### src/rtl/pipe_hazard_ctrl.sv
// Hazard and pipeline-control unit for the 5-stage core: tracks what sits in E/M/W and
// derives stalls, forwarding, regfile bypass, redirect flushes, halt drain and perf counters.
module pipe_hazard_ctrl #(
   parameter int REG_ADDR_WIDTH = 5,
   parameter int CNT_WIDTH      = 16,
   parameter int DRAIN_CYCLES   = 3
) (
   input  logic                      clk,
   input  logic                      rst,
   input  logic                      id_valid,
   input  logic [REG_ADDR_WIDTH-1:0] id_rs1,
   input  logic [REG_ADDR_WIDTH-1:0] id_rs2,
   input  logic                      id_rs1_used,
   input  logic                      id_rs2_used,
   input  logic [REG_ADDR_WIDTH-1:0] id_rd,
   input  logic                      id_rd_wr_en,
   input  logic                      id_is_load,
   input  logic                      id_halt,
   input  logic                      ex_redirect,
   output logic                      stall_fd,
   output logic                      bubble_de,
   output logic                      flush_fd,
   output logic                      flush_de,
   output logic [1:0]                fwd_a_sel,
   output logic [1:0]                fwd_b_sel,
   output logic                      id_byp_rs1,
   output logic                      id_byp_rs2,
   output logic                      halted,
   output logic [CNT_WIDTH-1:0]      stall_count,
   output logic [CNT_WIDTH-1:0]      flush_count
);

   localparam int DCW = (DRAIN_CYCLES > 2) ? $clog2(DRAIN_CYCLES) : 1;

   typedef enum logic [1:0] {
      ST_RUN    = 2'd0,
      ST_DRAIN  = 2'd1,
      ST_HALTED = 2'd2
   } state_t;

   state_t                    state;
   logic [DCW-1:0]            drain_cnt;

   logic                      e_valid, e_wr, e_is_load, e_rs1_used, e_rs2_used;
   logic [REG_ADDR_WIDTH-1:0] e_rd, e_rs1, e_rs2;
   logic                      m_valid, m_wr, m_is_load;
   logic [REG_ADDR_WIDTH-1:0] m_rd;
   logic                      w_valid, w_wr;
   logic [REG_ADDR_WIDTH-1:0] w_rd;

   logic                      run;
   logic                      load_use;
   logic                      accept;

   // M wins over W so the youngest producer's value reaches E.
   function automatic logic [1:0] fwd_sel(
      input logic [REG_ADDR_WIDTH-1:0] rs,
      input logic                      used,
      input logic                      mv,
      input logic                      mwr,
      input logic                      mld,
      input logic [REG_ADDR_WIDTH-1:0] mrd,
      input logic                      wv,
      input logic                      wwr,
      input logic [REG_ADDR_WIDTH-1:0] wrd
   );
      logic [1:0] sel;
      sel = 2'b00;
      if (mv && mwr && !mld && (mrd == rs) && used)
         sel = 2'b01;
      else if (wv && wwr && (wrd == rs) && used)
         sel = 2'b10;
      return sel;
   endfunction

   always_comb begin
      run      = (state == ST_RUN);
      load_use = e_valid && e_is_load && e_wr && id_valid && !ex_redirect && run &&
                 ((id_rs1_used && (e_rd == id_rs1)) || (id_rs2_used && (e_rd == id_rs2)));
      stall_fd  = load_use || !run;
      bubble_de = load_use;
      flush_fd  = ex_redirect;
      flush_de  = ex_redirect;
      accept    = id_valid && !stall_fd && !ex_redirect && run;
      fwd_a_sel = fwd_sel(e_rs1, e_rs1_used, m_valid, m_wr, m_is_load, m_rd, w_valid, w_wr, w_rd);
      fwd_b_sel = fwd_sel(e_rs2, e_rs2_used, m_valid, m_wr, m_is_load, m_rd, w_valid, w_wr, w_rd);
      id_byp_rs1 = w_valid && w_wr && (w_rd == id_rs1) && id_rs1_used && id_valid;
      id_byp_rs2 = w_valid && w_wr && (w_rd == id_rs2) && id_rs2_used && id_valid;
   end

   // Shadow of E/M/W; x0 is never a real destination, so its write enable is dropped here.
   always_ff @(posedge clk) begin
      if (!rst) begin
         e_valid    <= 1'b0;
         e_wr       <= 1'b0;
         e_is_load  <= 1'b0;
         e_rd       <= '0;
         e_rs1      <= '0;
         e_rs1_used <= 1'b0;
         e_rs2      <= '0;
         e_rs2_used <= 1'b0;
         m_valid    <= 1'b0;
         m_wr       <= 1'b0;
         m_is_load  <= 1'b0;
         m_rd       <= '0;
         w_valid    <= 1'b0;
         w_wr       <= 1'b0;
         w_rd       <= '0;
      end else begin
         m_valid   <= e_valid;
         m_wr      <= e_wr;
         m_is_load <= e_is_load;
         m_rd      <= e_rd;
         w_valid   <= m_valid;
         w_wr      <= m_wr;
         w_rd      <= m_rd;
         if (accept) begin
            e_valid    <= 1'b1;
            e_wr       <= id_rd_wr_en && (id_rd != '0);
            e_is_load  <= id_is_load;
            e_rd       <= id_rd;
            e_rs1      <= id_rs1;
            e_rs1_used <= id_rs1_used;
            e_rs2      <= id_rs2;
            e_rs2_used <= id_rs2_used;
         end else begin
            e_valid    <= 1'b0;
            e_wr       <= 1'b0;
            e_is_load  <= 1'b0;
            e_rd       <= '0;
            e_rs1      <= '0;
            e_rs1_used <= 1'b0;
            e_rs2      <= '0;
            e_rs2_used <= 1'b0;
         end
      end
   end

   // HALTED is entered on the edge where the drain counter would reach zero.
   always_ff @(posedge clk) begin
      if (!rst) begin
         state     <= ST_RUN;
         drain_cnt <= '0;
         halted    <= 1'b0;
      end else begin
         case (state)
            ST_RUN: begin
               if (accept && id_halt) begin
                  if (DRAIN_CYCLES <= 1) begin
                     state  <= ST_HALTED;
                     halted <= 1'b1;
                  end else begin
                     state     <= ST_DRAIN;
                     drain_cnt <= DCW'(DRAIN_CYCLES - 1);
                  end
               end
            end
            ST_DRAIN: begin
               if (drain_cnt <= DCW'(1)) begin
                  state     <= ST_HALTED;
                  halted    <= 1'b1;
                  drain_cnt <= '0;
               end else begin
                  drain_cnt <= drain_cnt - DCW'(1);
               end
            end
            ST_HALTED: begin
               halted <= 1'b1;
            end
            default: begin
               state     <= ST_RUN;
               drain_cnt <= '0;
               halted    <= 1'b0;
            end
         endcase
      end
   end

   always_ff @(posedge clk) begin
      if (!rst) begin
         stall_count <= '0;
         flush_count <= '0;
      end else begin
         if (load_use && (stall_count != {CNT_WIDTH{1'b1}}))
            stall_count <= stall_count + CNT_WIDTH'(1);
         if (ex_redirect && (flush_count != {CNT_WIDTH{1'b1}}))
            flush_count <= flush_count + CNT_WIDTH'(1);
      end
   end

endmodule

### config.mk
export PLATFORM = sky130hd
export DESIGN_NAME = pipe_hazard_ctrl
export DESIGN_NICKNAME = d
export VERILOG_FILES = /design/src/rtl/pipe_hazard_ctrl.sv
export SDC_FILE = /design/constraint.sdc
export NUM_CORES = 1
export LEC_CHECK = 0
export ABC_CLOCK_PERIOD_IN_PS = 1900
export BUFFER_PORTS_ARGS = -buffer_cell sky130_fd_sc_hd__buf_2
export CAP_MARGIN = 20
export CORE_ASPECT_RATIO = 1.75
export CORE_MARGIN = 5
export CORE_UTILIZATION = 30
export DETAILED_ROUTE_END_ITERATION = 6
export GPL_TIMING_DRIVEN = 0
export PLACE_DENSITY = 0.47
export SLEW_MARGIN = 25
export SYNTH_ARGS = -nofsm -noshare
export SYNTH_HDL_FRONTEND = slang
export SYNTH_SLANG_ARGS = --single-unit
### constraint.sdc
create_clock -name clk -period 1.9 [get_ports clk]
set_input_delay 0.38 -clock clk [delete_from_list [all_inputs] [get_ports clk]]
set_output_delay 0.38 -clock clk [all_outputs]
set_load 0.05 [all_outputs]
==> flow_summary.json, run 1 <==
{
  "grt_start_max_net_pins": 14,
  "critical_path_arrival_ns": 1.82,
  "grt_overflow": 0,
  "drt.antenna.violating_nets": 0,
  "core_mm2": 0.0115,
  "grt_util_all_layers_pct": 15.1,
  "area.growth.synth_to_final_pct": 47.7,
  "synth.avg_cell_area_um2": 9.01,
  "drc": 0,
  "yosysWarningCount": 0,
  "slowest_stage": "dfxtp_2",
  "via_per_inst": 5.04,
  "yosysTopAreaCell": "dfxtp_1",
  "initial_core_util_pct": 30.2,
  "cts_made_buffers": 9,
  "finalMaxSlewViolations": 0,
  "io_pins": 67,
  "synth_common_cells": "dfxtp_1 (72), xnor2_1 (38), and2_1 (33)",
  "post-dp-hpwl_um": 7870,
  "wl_per_cell_um": 17.2,
  "dr_total_vias": 3093,
  "die_x_um": 91.2,
  "dp.cells": 585,
  "startpoint": "state[0]",
  "path_delay_family": "buffers and inverters",
  "period_needed_ns": 2.20,
  "min_from": "id_is_load",
  "cts.sinks": 72,
  "leakagePower_nw": 1.91,
  "yosysMostFrequentCell": "dfxtp_1",
  "outcome": "finished, violations left",
  "critPathCaptureType": "primary output",
  "hold_path_class": "in -> reg",
  "insertion_delay_ns": 0.33,
  "nNetsFinal": 503,
  "synth_cells": 384,
  "critPathLaunchType": "register",
  "die_area_mm2": 0.0139,
  "placed_cell_area_mm2": 0.00414,
  "row_count": 52,
  "synth_top_area_share_pct": 41.7,
  "io_buffers": 66,
  "synth-edff-count": 0,
  "max_slew_margin_pct": 56.1,
  "slowest_delay_ns": 0.32,
  "synth_nets": 413,
  "vdd_drop_max_v": 0.000433,
  "cts_root_buf": "clkbuf_16",
  "firstDrtPassIters": 4,
  "worstPathCellList": "inv_2 > ha_4 > and3b_2 > nand4_1 > o22a_2 > buf_6 > buf_12 > nand2_8 > buf_8",
  "antenna_cells": 0,
  "stdcell_count": 614,
  "tightest_slew_ns": 0.659,
  "routabilityCongestion": 0.790,
  "grt_pass1_wl_um": 16400,
  "rrSetupSlack_ns": -0.22,
  "fin_hold_ws_ns": 0.248,
  "worst-path-max-fanout": 3,
  "cts_max_level": 3,
  "clk_pin_slew_ns": 0.06,
  "grt_pass1_vias": 3185,
  "setup_slack_ns": -0.303,
  "cap_violations": 0,
  "powerDensity_mw_per_mm2": 745,
  "path_class": "reg -> out",
  "violations": "setup timing",
  "async_flop_share_pct": 0,
  "routed_wl_um": 10500,
  "finalInstanceArea_mm2": 0.00511,
  "max_freq_mhz": 454,
  "required_ns": 1.52,
  "ys_ff_latch": 72,
  "rsz0062_at_grt": "yes",
  "path_buf_inv": 4,
  "finClkSkew_ns": 0.00551,
  "synth_area_mm2": 0.00346,
  "final_hold_viol_count": 0,
  "antenna_found_initial": 0,
  "cts_tree": "built",
  "layout-drive-gt1-share_pct": 44.3,
  "finalSetupViolCount": 22,
  "yosysSeqAreaShare_pct": 41.7,
  "ys.flop_type": "dfxtp_1",
  "yosys-top-cells-area": "dfxtp_1 (42%), xnor2_1 (9.6%), and2_1 (6.0%), nand4_1 (4.3%), xor2_1 (3.0%)",
  "finalCritPeriodShare_pct": 116,
  "hold_buffers": 0,
  "synth_cell_type_count": 48,
  "final_util_pct": 44.6,
  "drt_iter0_markers": 73,
  "reg2reg_from": "state[0]",
  "cts_buffer_depth": 2,
  "die_h_um": 152,
  "fin_tns_setup_ns": -2.36
}
[registers in the layout (all words and copies together) (netlist names), 2 cells and up]
| signal | count |
|---|---|
| stall_count | 16 |
| drain_cnt | 2 |
| flush_count | 16 |
| m_rd | 5 |
| e_rd | 5 |
| e_rs2 | 5 |
| e_rs1 | 5 |
| w_rd | 5 |
| state | 2 |
[metrics by stage]
stage	power (mW)	setup WS (ns)
6_report	3.81	-0.303
5_1_grt	3.98	-0.376
4_1_cts	3.84	-0.328
3_5_place_dp	2.05	-0.433
3_3_place_gp	2.05	-0.423
2_1_floorplan	1.92	-0.0454
[cells in the final DEF, fill, tap and decap left out, drive strengths merged, types with 2 or more instances in the layout]
master,count
o21bai,2
a21oi,9
and2,33
and4,5
or4,5
nand3,17
mux2i,7
nor2b,2
nand2b,8
o31ai,4
nor3b,3
nor3,11
o311ai,3
o41ai,3
or3,6
xor2,12
xnor2,38
nor4,11
nand4,24
buf,89
dfxtp,72
nor2,21
or2,3
o31a,2
nand2,23
and3,4
o21ai,7
clkinv,2
ha,5
inv,6
nor4b,2
and3b,3
clkbuf,23
[layout make-up]
type                            instances  area [um2]
Timing Repair Buffer                   82         546
Sequential cell                        72        1510
Buffer                                 19         156
Multi-Input combinational cell        285        2410
Fill cell                            1113        6340
Tap cell                              135         169
Clock inverter                          5        55.1
Clock buffer                           11         243
Inverter                                5        18.8
[logic make-up (layout without fill, tap and decap cells)]
logic type                 after synthesis  in the layout  share of synthesized area (%)
muxes                                    7              7                           2.03
xor gates and xnor gates                50             50                           12.7
DFF                                     72             72                           41.7
buffers and inverters                   27            122                           3.69
adders and majority gates                5              5                           1.81
AOI/OAI and AO/OA                       40             40                           8.03
and+or+nand+nor                        183            183                           30.1
[layer usage]
metal | wire, um | track usage [%] | up-vias
met1 | 3940 | 15.4 | 1469
met4 | 267 | 6.15 | 0
li1 | - | - | 1545
met5 | 0 | 0 | -
met3 | 381 | 3.91 | 17
met2 | 5960 | 28.4 | 62
[what timing repair did]
action	CTS	global route
pin swaps	10	28
setup buffers	6	10
gates resized for setup	73	49
setup endpoints to repair	49	53
gates cloned	0	1
[power breakdown]
part	internal (mW)	leakage, nW	switching (mW)
Sequential	1.55	0.605	0.0427
Combinational	0.225	1.16	0.298
Clock	1.05	0.146	0.641
[worst paths after layout]
kind	end	depth (start not counted)
max reg2reg	stall_count[7]	11
min reg2reg	m_is_load	1
min	e_is_load	2
max	stall_fd	9
[worst register-to-register path: cells and delay by family (launching register included)]
family | cells | cell delay (ns)
adder cells (fa/ha/maj) | 1 | 0.14
buffers and inverters | 5 | 0.58
flip-flops | 1 | 0.32
AND/OR/NAND/NOR | 2 | 0.29
AO/OA/AOI/OAI | 3 | 0.68
Power figures use the tool's default switching activity.
==> run 2, diff against run 1 <==
--- a/config.mk
+++ b/config.mk
@@ -14,6 +14,7 @@
 export DETAILED_ROUTE_END_ITERATION = 6
 export GPL_TIMING_DRIVEN = 0
 export PLACE_DENSITY = 0.47
+export REMOVE_ABC_BUFFERS = 1
 export SLEW_MARGIN = 25
 export SYNTH_ARGS = -nofsm -noshare
 export SYNTH_HDL_FRONTEND = slang
==> flow_summary.json, run 2 (synthesis gave the netlist of run 1 again) <==
{
  "total_power_mw": 4.05,
  "die_h_um": 152,
  "drt.antenna.violating_nets": 0,
  "finalMaxSlewViolations": 0,
  "core_mm2": 0.0115,
  "post-dp-hpwl_um": 6830,
  "worstPathCellList": "inv_2 > ha_4 > and3b_2 > nand4_1 > o22a_4 > nand2_4 > buf_8",
  "wl_per_cell_um": 16.8,
  "routed_wl_um": 10100,
  "path_class": "reg -> out",
  "final_common_cell": "buf_2",
  "violations": "setup timing",
  "fin_tns_setup_ns": -0.571,
  "hold_path_class": "in -> reg",
  "finClkSkew_ns": 0.00488,
  "antenna_cells": 0,
  "worst-path-max-fanout": 3,
  "cts_root_buf": "clkbuf_16",
  "leakagePower_nw": 1.82,
  "row_count": 52,
  "antenna_found_initial": 0,
  "powerDensity_mw_per_mm2": 840,
  "final_util_pct": 42.2,
  "slowest_stage": "dfxtp_2",
  "max_freq_mhz": 491,
  "die_area_mm2": 0.0139,
  "area.growth.synth_to_final_pct": 39.5,
  "cts.sinks": 72,
  "cts_made_buffers": 9,
  "firstDrtPassIters": 4,
  "setup_slack_ns": -0.136,
  "largestRegisters": "flush_count x16, stall_count x16",
  "initial_core_util_pct": 30.2,
  "final_hold_viol_count": 0,
  "layout-drive-gt1-share_pct": 37.9,
  "clk_pin_slew_ns": 0.06,
  "die_x_um": 91.2,
  "cts_tree": "built",
  "dr_total_vias": 3142,
  "nNetsFinal": 488,
  "slowest_delay_ns": 0.33,
  "io_buffers": 66,
  "grt_pass1_wl_um": 16400,
  "layout_common_cells": "buf_2 (58), dfxtp_1 (48), and2_1 (33)",
  "cts_buffer_depth": 2,
  "period_needed_ns": 2.04,
  "insertion_delay_ns": 0.33,
  "critPathLaunchType": "register",
  "required_ns": 1.52,
  "critical_path_arrival_ns": 1.66,
  "drt_iter0_markers": 85,
  "cts_max_level": 3,
  "drc": 0,
  "num-fill-cells": 1126,
  "grt_start_max_net_pins": 41,
  "outcome": "finished, violations left",
  "io_pins": 67,
  "routabilityCongestion": 0.837,
  "via_per_inst": 5.25,
  "fin_hold_ws_ns": 0.252,
  "rsz0062_at_grt": "yes",
  "grt_pass1_vias": 3225,
  "tightest_slew_ns": 0.737,
  "cap_violations": 0,
  "grt_util_all_layers_pct": 14.8,
  "vdd_drop_max_v": 0.000468,
  "finalCritPeriodShare_pct": 107,
  "max_slew_margin_pct": 50.9,
  "finalSetupViolCount": 7,
  "critPathCaptureType": "primary output",
  "hold_buffers": 0,
  "dp_slack_ns": -1.03,
  "grt_overflow": 0
}
## run 2: changes by cell type in the layout (fill, tap and decap cells not counted), moves of 5 or more
cell      previous run  this run
dfxtp_1             30        48
dfxtp_2             35        19
buf_6               11         2
clkbuf_1            10         1
buf_4               14        22
nor4_4               9         4
## run 2: worst paths after layout
kind | start | cells after the start | slack, ns | endpoint
max reg2reg | state[1] | 8 | -0.12 | stall_count[15]
min | id_is_load | 2 | 0.25 | e_is_load
max | state[1] | 7 | -0.14 | stall_fd
min reg2reg | e_valid | 1 | 0.45 | m_valid
## run 2: worst max-delay path, delay by kind of cell, from the launching register on
family	cells	cell delay, ns
AND/OR/NAND/NOR	3	0.38
adder cells (fa/ha/maj)	1	0.13
buffers and inverters	2	0.21
flip-flops	1	0.33
AO/OA/AOI/OAI	1	0.28
## run 2: layout make-up
| cell class | instances | area (um2) | area share, % |
|---|---|---|---|
| Inverter | 5 | 23.8 | 0.492 |
| Clock inverter | 5 | 104 | 2.15 |
| Timing Repair Buffer | 83 | 493 | 10.2 |
| Multi-Input combinational cell | 288 | 2310 | 47.9 |
| Clock buffer | 11 | 243 | 5.03 |
| Sequential cell | 72 | 1480 | 30.7 |
| Tap cell | 135 | 169 | 3.50 |
## run 2: through the flow
step                      instance area [um2]  std cells
after detailed placement                 3850        563
after global placement                   3850        563
final                                    4830        599
after global routing                     4830        599
after CTS                                4550        593
after floorplan                          3350        362
## run 2: report_power, final
group          switching [mW]  internal (mW)  leakage (nW)
sequential             0.0425           1.55         0.595
combinational           0.273          0.212          1.05
clock                   0.656           1.32         0.170
## run 2: layer usage
layer	wire (um)	part of all wire, %	track usage [%]
met5	0	0	0
met4	279	2.8	6.92
met3	375	3.7	3.12
met2	5750	57	27.5
met1	3680	36	15.3
## run 2: what timing repair did
item                                    in CTS  in global routing
resized for setup                           63                 47
pin swaps                                   12                 17
cloned                                       3                  0
endpoints found under the setup margin      59                 53
setup buffers                               11                  7
